[config.mk]
export PLATFORM = sky130hd
export DESIGN_NAME = wb_port_arbiter
export DESIGN_NICKNAME = d
export VERILOG_FILES = /design/src/rtl/wb_arb_pkg.sv /design/src/rtl/wb_scoreboard.sv /design/src/rtl/wb_port_arbiter.sv
export SDC_FILE = /design/constraint.sdc
export NUM_CORES = 1
export LEC_CHECK = 0
export CORE_ASPECT_RATIO = 0.5
export CORE_MARGIN = 10
export CORE_UTILIZATION = 35
export CTS_BUF_LIST = sky130_fd_sc_hd__clkbuf_8 sky130_fd_sc_hd__clkbuf_16
export DETAILED_ROUTE_END_ITERATION = 6
export GPL_TIMING_DRIVEN = 0
export PLACE_DENSITY = 0.66
export SYNTH_ARGS = -nofsm -noshare
export SYNTH_HDL_FRONTEND = slang
export SYNTH_SLANG_ARGS = --single-unit
[constraint.sdc]
create_clock -name clk -period 3.8 [get_ports clk]
set_input_delay 0.95 -clock clk [delete_from_list [all_inputs] [get_ports clk]]
set_output_delay 0.95 -clock clk [all_outputs]
set_load 0.05 [all_outputs]
[src/rtl/wb_arb_pkg.sv]
// Shared defaults and types for the register-file write-port arbiter.
package wb_arb_pkg;

  localparam int XLEN       = 32;
  localparam int REG_AW     = 5;
  localparam int STARVE_MAX = 4;

  typedef enum logic [1:0] {SRC_NONE, SRC_PIPE, SRC_LLU} wb_src_e;

  typedef logic [REG_AW-1:0] reg_addr_t;

endpackage

[src/rtl/wb_scoreboard.sv]
// Pending-destination busy vector: set on LLU issue, clear on LLU writeback, set wins.
// Two combinational read ports of registered state; no backpressure.
module wb_scoreboard #(
  parameter int REG_AW = wb_arb_pkg::REG_AW
) (
  input  logic                   clk,
  input  logic                   rst,
  input  logic                   set_vld,
  input  logic [REG_AW-1:0]      set_idx,
  input  logic                   clr_vld,
  input  logic [REG_AW-1:0]      clr_idx,
  input  logic [REG_AW-1:0]      rd0_idx,
  output logic                   rd0_busy,
  input  logic [REG_AW-1:0]      rd1_idx,
  output logic                   rd1_busy,
  output logic [2**REG_AW-1:0]   busy_vec
);

  logic [2**REG_AW-1:0] busy_d, busy_q;

  always_comb begin
    busy_d = busy_q;
    if (clr_vld) busy_d[clr_idx] = 1'b0;
    if (set_vld) busy_d[set_idx] = 1'b1;
    busy_d[0] = 1'b0;
  end

  always_ff @(posedge clk) begin
    if (rst) busy_q <= '0;
    else     busy_q <= busy_d;
  end

  assign rd0_busy = busy_q[rd0_idx];
  assign rd1_busy = busy_q[rd1_idx];
  assign busy_vec = busy_q;

endmodule

[src/rtl/wb_port_arbiter.sv]
// Shares the register-file write port between WB and the LLU; output registered (latency 1).
// Pipeline has priority; after STARVE_MAX denied LLU cycles the pipeline is stalled for one LLU slot.
module wb_port_arbiter
  import wb_arb_pkg::*;
#(
  parameter int XLEN       = wb_arb_pkg::XLEN,
  parameter int REG_AW     = wb_arb_pkg::REG_AW,
  parameter int STARVE_MAX = wb_arb_pkg::STARVE_MAX
) (
  input  logic              clk,
  input  logic              rst,
  input  logic              pipe_we,
  input  logic [REG_AW-1:0] pipe_waddr,
  input  logic [XLEN-1:0]   pipe_wdata,
  output logic              pipe_stall,
  input  logic              llu_valid,
  output logic              llu_ready,
  input  logic [REG_AW-1:0] llu_waddr,
  input  logic [XLEN-1:0]   llu_wdata,
  input  logic              issue_valid,
  input  logic [REG_AW-1:0] issue_rd,
  input  logic [REG_AW-1:0] rs1_addr,
  input  logic [REG_AW-1:0] rs2_addr,
  output logic              rs1_pending,
  output logic              rs2_pending,
  output logic              rf_we,
  output logic [REG_AW-1:0] rf_waddr,
  output logic [XLEN-1:0]   rf_wdata
);

  localparam logic [3:0] STARVE_LIM = 4'(STARVE_MAX);

  wb_src_e             src;
  logic                force_llu;
  logic [3:0]          starve_cnt_d, starve_cnt_q;
  logic                rf_we_d, rf_we_q;
  logic [REG_AW-1:0]   rf_waddr_d, rf_waddr_q;
  logic [XLEN-1:0]     rf_wdata_d, rf_wdata_q;
  logic                rd0_busy, rd1_busy;
  logic [2**REG_AW-1:0] busy_vec;

  always_comb begin
    force_llu    = (starve_cnt_q == STARVE_LIM);
    src          = SRC_NONE;
    starve_cnt_d = starve_cnt_q;
    rf_we_d      = 1'b0;
    rf_waddr_d   = rf_waddr_q;
    rf_wdata_d   = rf_wdata_q;

    if (pipe_we && !(force_llu && llu_valid)) src = SRC_PIPE;
    else if (llu_valid)                       src = SRC_LLU;

    // Counter is only ever below the limit when it increments, so it saturates naturally.
    if (!llu_valid || src == SRC_LLU)  starve_cnt_d = '0;
    else if (pipe_we && !force_llu)    starve_cnt_d = starve_cnt_q + 4'd1;

    case (src)
      SRC_PIPE: begin
        rf_we_d    = (pipe_waddr != '0);
        rf_waddr_d = pipe_waddr;
        rf_wdata_d = pipe_wdata;
      end
      SRC_LLU: begin
        rf_we_d    = (llu_waddr != '0);
        rf_waddr_d = llu_waddr;
        rf_wdata_d = llu_wdata;
      end
      default: ;
    endcase
  end

  always_ff @(posedge clk) begin
    if (rst) begin
      starve_cnt_q <= '0;
      rf_we_q      <= 1'b0;
      rf_waddr_q   <= '0;
      rf_wdata_q   <= '0;
    end else begin
      starve_cnt_q <= starve_cnt_d;
      rf_we_q      <= rf_we_d;
      rf_waddr_q   <= rf_waddr_d;
      rf_wdata_q   <= rf_wdata_d;
    end
  end

  wb_scoreboard #(.REG_AW(REG_AW)) u_sb (
    .clk      (clk),
    .rst      (rst),
    .set_vld  (issue_valid && (issue_rd != '0)),
    .set_idx  (issue_rd),
    .clr_vld  (src == SRC_LLU),
    .clr_idx  (llu_waddr),
    .rd0_idx  (rs1_addr),
    .rd0_busy (rd0_busy),
    .rd1_idx  (rs2_addr),
    .rd1_busy (rd1_busy),
    .busy_vec (busy_vec)
  );

  assign llu_ready   = (src == SRC_LLU) && !rst;
  assign pipe_stall  = pipe_we && force_llu && llu_valid && !rst;
  assign rs1_pending = rd0_busy && !rst;
  assign rs2_pending = rd1_busy && !rst;
  assign rf_we       = rf_we_q;
  assign rf_waddr    = rf_waddr_q;
  assign rf_wdata    = rf_wdata_q;

  // Re-issuing a destination is legal only when its previous result retires in the same cycle.
  a_issue_busy: assert property (@(posedge clk) disable iff (rst)
    (issue_valid && issue_rd != '0) |->
      (!busy_vec[issue_rd] || (src == SRC_LLU && llu_waddr == issue_rd)))
    else $error("issue to busy rd %0d", issue_rd);

  a_pipe_busy: assert property (@(posedge clk) disable iff (rst)
    pipe_we |-> !busy_vec[pipe_waddr])
    else $error("pipeline write to busy rd %0d", pipe_waddr);

  a_llu_idle: assert property (@(posedge clk) disable iff (rst)
    (llu_valid && llu_waddr != '0) |-> busy_vec[llu_waddr])
    else $error("LLU write to non-busy rd %0d", llu_waddr);

endmodule

**Word-level counts from Yosys, hierarchy flattened**

Cells that the tools add are included.

- $lt $le $gt $ge: 6
- Eq/ne operators: 3
- Bitwise gates (word level): 3
- Reduce and logical (&&, ||, !) cells: 22
- Add/sub/neg operators: 1
- Muxes and demuxes: 15

Operators by type and width:

| cell | number |
|---|---|
| two-way mux 32 bit | 2 |
| one-hot mux 32 bit (2 select lines) | 1 |
| bitwise AND 32 bit | 1 |
| NOT 32 bit | 1 |
| bitwise OR 32 bit | 1 |
| < comparator 5 x 6 -> 1 bit, second input constant | 4 |
| nonzero test 5 bit | 3 |
| logical AND 1 bit | 12 |
| binary-select mux 1 bit (select 5 bit) | 2 |
| demux 1 bit (select 5 bit) | 2 |
| greater-or-equal comparator 5 x 1 -> 1 bit, second input constant | 2 |
| one-hot mux 5 bit (2 select lines) | 1 |
| adder 4 x 1 -> 4 bit, second input constant | 1 |
| == test 4 x 3 -> 1 bit, second input constant | 1 |
| logical NOT 1 bit | 4 |
| two-way mux 1 bit | 4 |
| two-way mux 2 bit | 2 |
| == test 2 x 1 -> 1 bit, second input constant | 1 |
| == test 2 bit, second input constant | 1 |
| one-hot mux 1 bit (2 select lines) | 1 |
| nonzero test 2 bit | 1 |
| OR reduction 2 bit | 1 |
| logical OR 1 bit | 1 |

- Output and inout port bits: 42
- Bits in registers: 74
- Input bits: 94
- Word-level logic and storage cells: 56

**Logic depth before layout (Yosys ltp)**

Gate-level depths: netlist (run 1).

- Word-level depth: 9
- Mapped depth: 8

**Cells and area by module**

From an unflattened synthesis (run 1), not the netlist that was laid out.

- Cell total of the unflattened synthesis: 462
- Area total of the unflattened synthesis: 3678.5 µm²

Modules (own cells, without submodules):

| module | instances | sequential area each (µm²) | cells each | area each (µm²) |
|---|---|---|---|---|
| wb_port_arbiter | 1 | 840.8 | 231 | 1845.5 |
| wb_scoreboard | 1 | 620.6 | 231 | 1833.0 |

**Least setup slack after synthesis (run 1)**

OpenSTA, ideal clock, no wires.

- Path type: input to output
- Start point: input port rs2_addr[0]
- End point: output port rs2_pending
- Stages on the path: 6
- Arrival time: 2.334 ns
- Path slack: 0.516 ns
- Path through: buf_6 > mux4_1 > mux2_2 > a21oi_2 > o21ai_1 > and3_1

- Longest elaborated chain between the ends: 3

RTL lines:

| item | RTL line | source |
|---|---|---|
| from (decl) | wb_port_arbiter.sv:23 | `input logic [REG_AW-1:0] rs2_addr,` |
| binary-select mux 1 bit (select 5 bit) | wb_scoreboard.sv:34 | `assign rd1_busy = busy_q[rd1_idx];` |
| two-way mux 1 bit (not written as such) | wb_scoreboard.sv:34 |  |
| logical AND 1 bit | wb_port_arbiter.sv:103 | `assign rs2_pending = rd1_busy && !rst;` |
| to (decl) | wb_port_arbiter.sv:25 | `output logic rs2_pending,` |

Every way passes these cells. The select of a mux whose other input is x is not followed.

**Worst setup path in the final report (run 1)**

- Start point: input port llu_valid
- End point: output port pipe_stall

- Longest elaborated chain between the ends: 2

RTL lines:

| item | RTL line | source |
|---|---|---|
| from (decl) | wb_port_arbiter.sv:16 | `input logic llu_valid,` |
| logical AND 1 bit (2 in a row) | wb_port_arbiter.sv:101 | `assign pipe_stall = pipe_we && force_llu && llu_valid && !rst;` |
| to (decl) | wb_port_arbiter.sv:15 | `output logic pipe_stall,` |

Every way passes these cells.

==> results of run 1 <==
## worst register-to-register path: stages (launching register included)
cell,delay (ns)
dfxtp_1,0.33
inv_1,0.06
ha_1,0.15
nand3b_1,0.19
o21ai_1,0.26
buf_2,0.29
buf_1,0.42
a211oi_1,0.14
## per-layer routing
| metal | up-vias | share of wire (%) |
|---|---|---|
| met5 | - | 0 |
| met4 | 0 | 1.5 |
| met2 | 97 | 48 |
| li1 | 1798 | - |
| met3 | 13 | 6.1 |
| met1 | 1664 | 44 |
## worst paths after layout
| check | startpoint | end | slack (ns) | cells past startpoint |
|---|---|---|---|---|
| worst max-delay path | llu_valid | pipe_stall | 0.17 | 6 |
| worst min-delay path | starve_cnt_q[0] | starve_cnt_q[0] | 0.47 | 1 |
| worst max register to register | starve_cnt_q[0] | rf_wdata[25] | 1.82 | 7 |
| worst min register to register | starve_cnt_q[0] | starve_cnt_q[0] | 0.47 | 1 |
## logic make-up after synthesis
family | count (synthesis)
simple gates | 136
compound gates | 110
flops | 73
mux | 62
buf+inv | 35
xor+xnor | 2
fa+ha+maj | 2
## cell usage after synthesis (all sizes together)
| cell | instances | area [sq um] |
|---|---|---|
| xor2 | 1 | 8.76 |
| a311oi | 1 | 8.76 |
| mux2i | 49 | 490 |
| a211oi | 37 | 278 |
| nand4 | 2 | 12.5 |
| and3 | 2 | 12.5 |
| nand3 | 6 | 30.0 |
| or2 | 1 | 6.26 |
| nand3b | 6 | 45.0 |
| a31oi | 2 | 12.5 |
| xnor2 | 1 | 8.76 |
| o21ai | 33 | 165 |
| o32ai | 1 | 8.76 |
| nand2 | 49 | 184 |
| buf | 17 | 100 |
| o31ai | 1 | 7.51 |
| mux4 | 10 | 236 |
| a221oi | 1 | 8.76 |
| nor2b | 6 | 37.5 |
| a21oi | 34 | 174 |
| mux2 | 3 | 33.8 |
| nor3 | 2 | 10.0 |
| inv | 5 | 18.8 |
| nor2 | 54 | 203 |
| dfxtp | 73 | 1460 |
| ha | 2 | 25.0 |
| or4 | 1 | 7.51 |
| clkbuf | 13 | 48.8 |
| nor4 | 1 | 6.26 |
| nand2b | 5 | 31.3 |
| and2 | 1 | 6.26 |
## layout make-up
type                    instances  area, sq um
multi-input cells             312         2060
clock buffers                   9          225
fillers                       949         4750
flip-flops and latches         73         1460
plain buffers                  30          150
repair buffers                129         1290
well taps                     140          175
inverters                       5         18.8
clock inverters                 7          119
## report_power, final
| part | leakage, nW | switching, W | internal (W) | total [W] |
|---|---|---|---|---|
| Sequential | 0.600 | 0.0000188 | 0.000801 | 0.000820 |
| Combinational | 1.31 | 0.000251 | 0.000198 | 0.000449 |
| Clock | 0.162 | 0.000339 | 0.000641 | 0.000980 |
| Total | 2.07 | 0.000609 | 0.00164 | 0.00225 |
## repair_timing
item	in CTS	in global routing
endpoints found under the setup margin	2	2
hold buffers	0	0
resized for setup	4	5
## registers in the layout (all words and copies together) (netlist names)
| name | cells |
|---|---|
| u_sb.busy_vec | 31 |
| starve_cnt_q | 4 |
| rf_wdata | 32 |
| rf_waddr | 5 |
| rf_we | 1 |
## stage by stage
step	total power, W	setup slack [ns]
floorplan	0.00108	0.516
global placement	0.00129	-0.467
detailed placement	0.00129	-0.472
CTS	0.00227	-0.0973
global route	0.00233	0.0290
finish	0.00225	0.171
==> impl_metrics.env, run 1 <==
export IMPL_setup_viol=0
export IMPL_ys_seq_area_share_pct=39.6
export IMPL_cp_cell_sequence="clkdlybuf4s50_1 -> inv_1 -> nor2_1 -> nand2_1 -> nor2_1 -> clkdlybuf4s50_1"
export IMPL_postCtsSetupBuffers=0
export IMPL_synth_cells=420
export IMPL_cts_buffer_depth=2
export IMPL_ioPinCount=136
export IMPL_port_buffers=129
export IMPL_finish_net_count=656
export IMPL_slew_limit_headroom_pct=61.9
export IMPL_crit_buf_inv=3
export IMPL_hold_class="flop to flop"
export IMPL_fp_dieW_um=165
export IMPL_syn2layout_area_growth_pct=49.0
export IMPL_crit_required_ns=2.85
export IMPL_yosysWarnings=0
export IMPL_yosys_area_share_simple_pct=16.1
export IMPL_finalHoldViolations=0
export IMPL_vias=3572
export IMPL_clock_sinks=73
export IMPL_leakagePower_nw=2.07
export IMPL_period_share_pct=95.5
export IMPL_root_buffer="clkbuf_16"
export IMPL_finalSetupTns_ns=0
export IMPL_peakVddDrop_mv=0.231
export IMPL_maxSlewViolCount=0
export IMPL_die_area_sq_mm=0.0153
export IMPL_row_count=26
export IMPL_synth_top_family_by_area="multiplexers"
export IMPL_grt_setup_unrepaired="no"
export IMPL_drc=0
export IMPL_place_congestion=0.844
export IMPL_fmax_ghz=0.276
export IMPL_grt_pass1_wl_um=19300
export IMPL_stdcell_area_sq_mm=0.00550
export IMPL_cts_tree="yes"
export IMPL_cts_buffers=9
export IMPL_drt_initial_drc_count=165
export IMPL_netlist_area_sq_mm=0.00369
export IMPL_yosys_register_bits=73
export IMPL_global_route_usage_met2_pct=26.2
export IMPL_final_common_cell="clkdlybuf4s50_1"
export IMPL_critPathSlowestCell="clkdlybuf4s50_1"
export IMPL_postPlaceCellArea_sq_mm=0.00515
export IMPL_synth_compound_area_share_pct=18.0
export IMPL_fp_coreArea_sq_mm=0.0102
export IMPL_postLayoutCoreUtil_pct=53.6
export IMPL_gr_usage_met3_pct=5.26
export IMPL_synthMuxAreaShare_pct=20.6
export IMPL_synth_fa_ha_area_share_pct=0.679
export IMPL_tightest_slew_ns=0.569
export IMPL_hold_ws_ns=0.472
export IMPL_grt_max_degree=14
export IMPL_place_hpwl_um=9240
export IMPL_status="completed"
export IMPL_path_class="primary input to output port"
export IMPL_skew_ns=0.00744
export IMPL_powerDensity_mw_per_mm2=409
export IMPL_grt_usage_pct=15.7
export IMPL_drive_gt1_share_pct=7.26
export IMPL_busiest_layer="met2"
export IMPL_grt_overflow=0
export IMPL_syn_nets=516
export IMPL_antenna_found_initial=0
export IMPL_gr_usage_met1_pct=18.8
export IMPL_maxCapViolations=0
export IMPL_viasPerCell=5.07
export IMPL_grt_pass1_vias=3588
export IMPL_dp_cells=689
export IMPL_ys_types=37
export IMPL_antennaDiodeCount=0
export IMPL_cp_top_family="buffers and inverters"
export IMPL_chipHeight_um=92.6
export IMPL_cp_start_kind="primary input"
export IMPL_finalCriticalPeriod_ns=3.63
export IMPL_wire_per_inst_um=17.1
export IMPL_dr_pass1_iters=4
export IMPL_crit_fanout=4
export IMPL_drt_total_wl_um=12100
export IMPL_cts_max_level=3
export IMPL_syn_area_per_cell_sq_um=8.78
export IMPL_clk_latency_ns=0.34
export IMPL_path_clk_slew_ns=0.06
export IMPL_ant_nets=0
export IMPL_start_util_pct=36.0
export IMPL_crit_arrival_ns=2.68
export IMPL_critPathCaptureType="output port"
export IMPL_synth_xor_area_share_pct=0.475
export IMPL_max_stage_delay_ns=0.85
export IMPL_stdcell_count=705
export IMPL_mostFrequentLayoutCells="clkdlybuf4s50_1, dfxtp_1, nor2_1"
No activity file was read; power rests on OpenSTA's default activity.
==> run 2: changes to the inputs <==
- REMOVE_ABC_BUFFERS: default -> 1
- SETUP_SLACK_MARGIN: default -> 0.4
==> run 2 against run 1 <==
Net effect:
- wire length is 2.7% lower
- utilization decreased by 0.76 points
- global-route usage shrank 0.21 points
- largest power group is now registers
==> impl_metrics.env, run 2 (same netlist as run 1, synthesis figures left out) <==
export IMPL_status="completed"
export IMPL_peakVddDrop_mv=0.228
export IMPL_postCtsSetupBuffers=0
export IMPL_grt_pass1_wl_um=18900
export IMPL_dr_pass1_iters=4
export IMPL_antenna_found_initial=0
export IMPL_seqCellArea_sq_mm=0.00146
export IMPL_clock_sinks=73
export IMPL_fp_coreArea_sq_mm=0.0102
export IMPL_port_buffers=135
export IMPL_cts_buffer_depth=2
export IMPL_finalHoldViolations=0
export IMPL_min_from="starve_cnt_q[0]"
export IMPL_vias=3496
export IMPL_skew_ns=0.00382
export IMPL_ioPinCount=136
export IMPL_path_clk_slew_ns=0.05
export IMPL_ant_nets=0
export IMPL_finalCriticalPeriod_ns=3.34
export IMPL_place_congestion=0.831
export IMPL_cts_max_level=3
export IMPL_path_class="primary input to output port"
export IMPL_slew_limit_headroom_pct=49.7
export IMPL_cp_start_kind="primary input"
export IMPL_grt_overflow=0
export IMPL_stdcell_count=682
export IMPL_reg2reg_from="starve_cnt_q[0]"
export IMPL_wire_per_inst_um=17.2
export IMPL_hold_class="flop to flop"
export IMPL_drc=0
export IMPL_cts_buffers=9
export IMPL_dp_cells=669
export IMPL_period_share_pct=87.9
export IMPL_tightest_slew_ns=0.753
export IMPL_clk_latency_ns=0.33
export IMPL_crit_required_ns=2.85
export IMPL_root_buffer="clkbuf_16"
export IMPL_fp_dieW_um=165
export IMPL_setup_ws_ns=0.460
export IMPL_maxSlewViolCount=0
export IMPL_cp_cell_sequence="buf_8 -> mux4_2 -> mux2_2 -> a21oi_2 -> o31ai_1 -> and3_1 -> buf_6"
export IMPL_row_count=26
export IMPL_critPathCaptureType="output port"
export IMPL_final_common_cell="clkdlybuf4s50_1"
export IMPL_multi_input_area_sq_mm=0.00207
export IMPL_crit_start="rs1_addr[0]"
export IMPL_mostFrequentLayoutCells="clkdlybuf4s50_1, dfxtp_1, nor2_1"
export IMPL_grt_setup_unrepaired="yes"
export IMPL_fmax_ghz=0.299
export IMPL_largest_reg_flops=32
export IMPL_fillCellCount=968
export IMPL_maxCapViolations=0
export IMPL_dp_slack_ns=-0.790
export IMPL_drive_gt1_share_pct=7.93
export IMPL_powerDensity_mw_per_mm2=373
export IMPL_drt_initial_drc_count=252
export IMPL_die_area_sq_mm=0.0153
export IMPL_crit_buf_inv=2
export IMPL_cp_top_family="multiplexers"
export IMPL_max_stage_delay_ns=0.50
export IMPL_drt_total_wl_um=11700
export IMPL_syn2layout_area_growth_pct=46.9
export IMPL_place_hpwl_um=8800
export IMPL_antennaDiodeCount=0
export IMPL_critPathSlowestCell="mux4_2"
export IMPL_setup_viol=0
export IMPL_crit_arrival_ns=2.39
export IMPL_start_util_pct=36.0
export IMPL_grt_max_degree=39
export IMPL_finish_net_count=636
export IMPL_crit_fanout=9
export IMPL_chipHeight_um=92.6
export IMPL_grt_pass1_vias=3647
export IMPL_viasPerCell=5.13
export IMPL_cts_tree="yes"
export IMPL_grt_usage_pct=15.5
export IMPL_leakagePower_nw=2.02
run 2: cell count changes in the layout (fill, tap and decap cells not counted), sizes merged, moves of 2 or more:
cell,before,now
clkbuf,22,10
buf,18,13
bufinv,3,0
clkdlybuf4s50,126,123
clkdlybuf4s15,0,2
clkinvlp,2,0
inv,5,7
run 2: path summary, 6_finish.rpt:
check                           end  slack [ns]  cells past startpoint
setup / recovery        rs1_pending        0.46                      7
hold / removal      starve_cnt_q[0]        0.46                      1
setup reg to reg  u_sb.busy_vec[22]        1.70                      7
hold reg to reg     starve_cnt_q[0]        0.46                      1
run 2: power by group:
group	total, W	switching (W)	internal [W]
logic	0.000455	0.000251	0.000204
registers	0.000820	0.0000187	0.000802
clock network	0.000743	0.000301	0.000442
total	0.00202	0.000571	0.00145
run 2: per-stage QoR:
| stage | instance area [sq um] | util (%) | power, W | hold slack [ns] | TNS, ns |
|---|---|---|---|---|---|
| floorplan | 3540 | - | 0.00105 | 0.430 | -4.48 |
| global placement | 5060 | 49.4 | 0.00129 | 0.450 | -181.81 |
| detailed placement | 5160 | 50.4 | 0.00129 | 0.451 | -1.85 |
| CTS | 5400 | 52.7 | 0.00204 | 0.464 | 0 |
| global route | 5420 | 52.9 | 0.00211 | 0.503 | 0 |
| finish | 5420 | 52.9 | 0.00202 | 0.459 | 0 |
run 2: routing by layer:
metal | vias to the layer above | share of wire, % | GRT usage [%] | routed length (um)
met5 | - | 0 | 0 | 0
met4 | 0 | 1.2 | 4.18 | 135
met3 | 10 | 9.3 | 6.76 | 1090
met2 | 110 | 49 | 26.4 | 5720
met1 | 1630 | 41 | 17.2 | 4790
li1 | 1746 | - | - | -
run 2: layout make-up:
| class | count | area share, % |
|---|---|---|
| inverters | 5 | 0.346 |
| multi-input cells | 312 | 38.2 |
| clock inverters | 3 | 0.231 |
| well taps | 140 | 3.23 |
| flip-flops and latches | 73 | 27.0 |
| repair buffers | 139 | 26.6 |
| clock buffers | 10 | 4.41 |
run 2: worst reg2reg max path, stage by stage (launching register included):
cell and delay (ns):
dfxtp_1 0.33, inv_1 0.06, ha_1 0.14, nand3b_1 0.22, a211oi_1 0.64, nand3_1 0.24, o21ai_0 0.22, a21oi_1 0.10
run 2: what timing repair did:
item	in CTS	in global routing
endpoints found under the hold margin	0	0
resized for setup	49	13
hold buffers	0	0
endpoints found under the setup margin	4	3
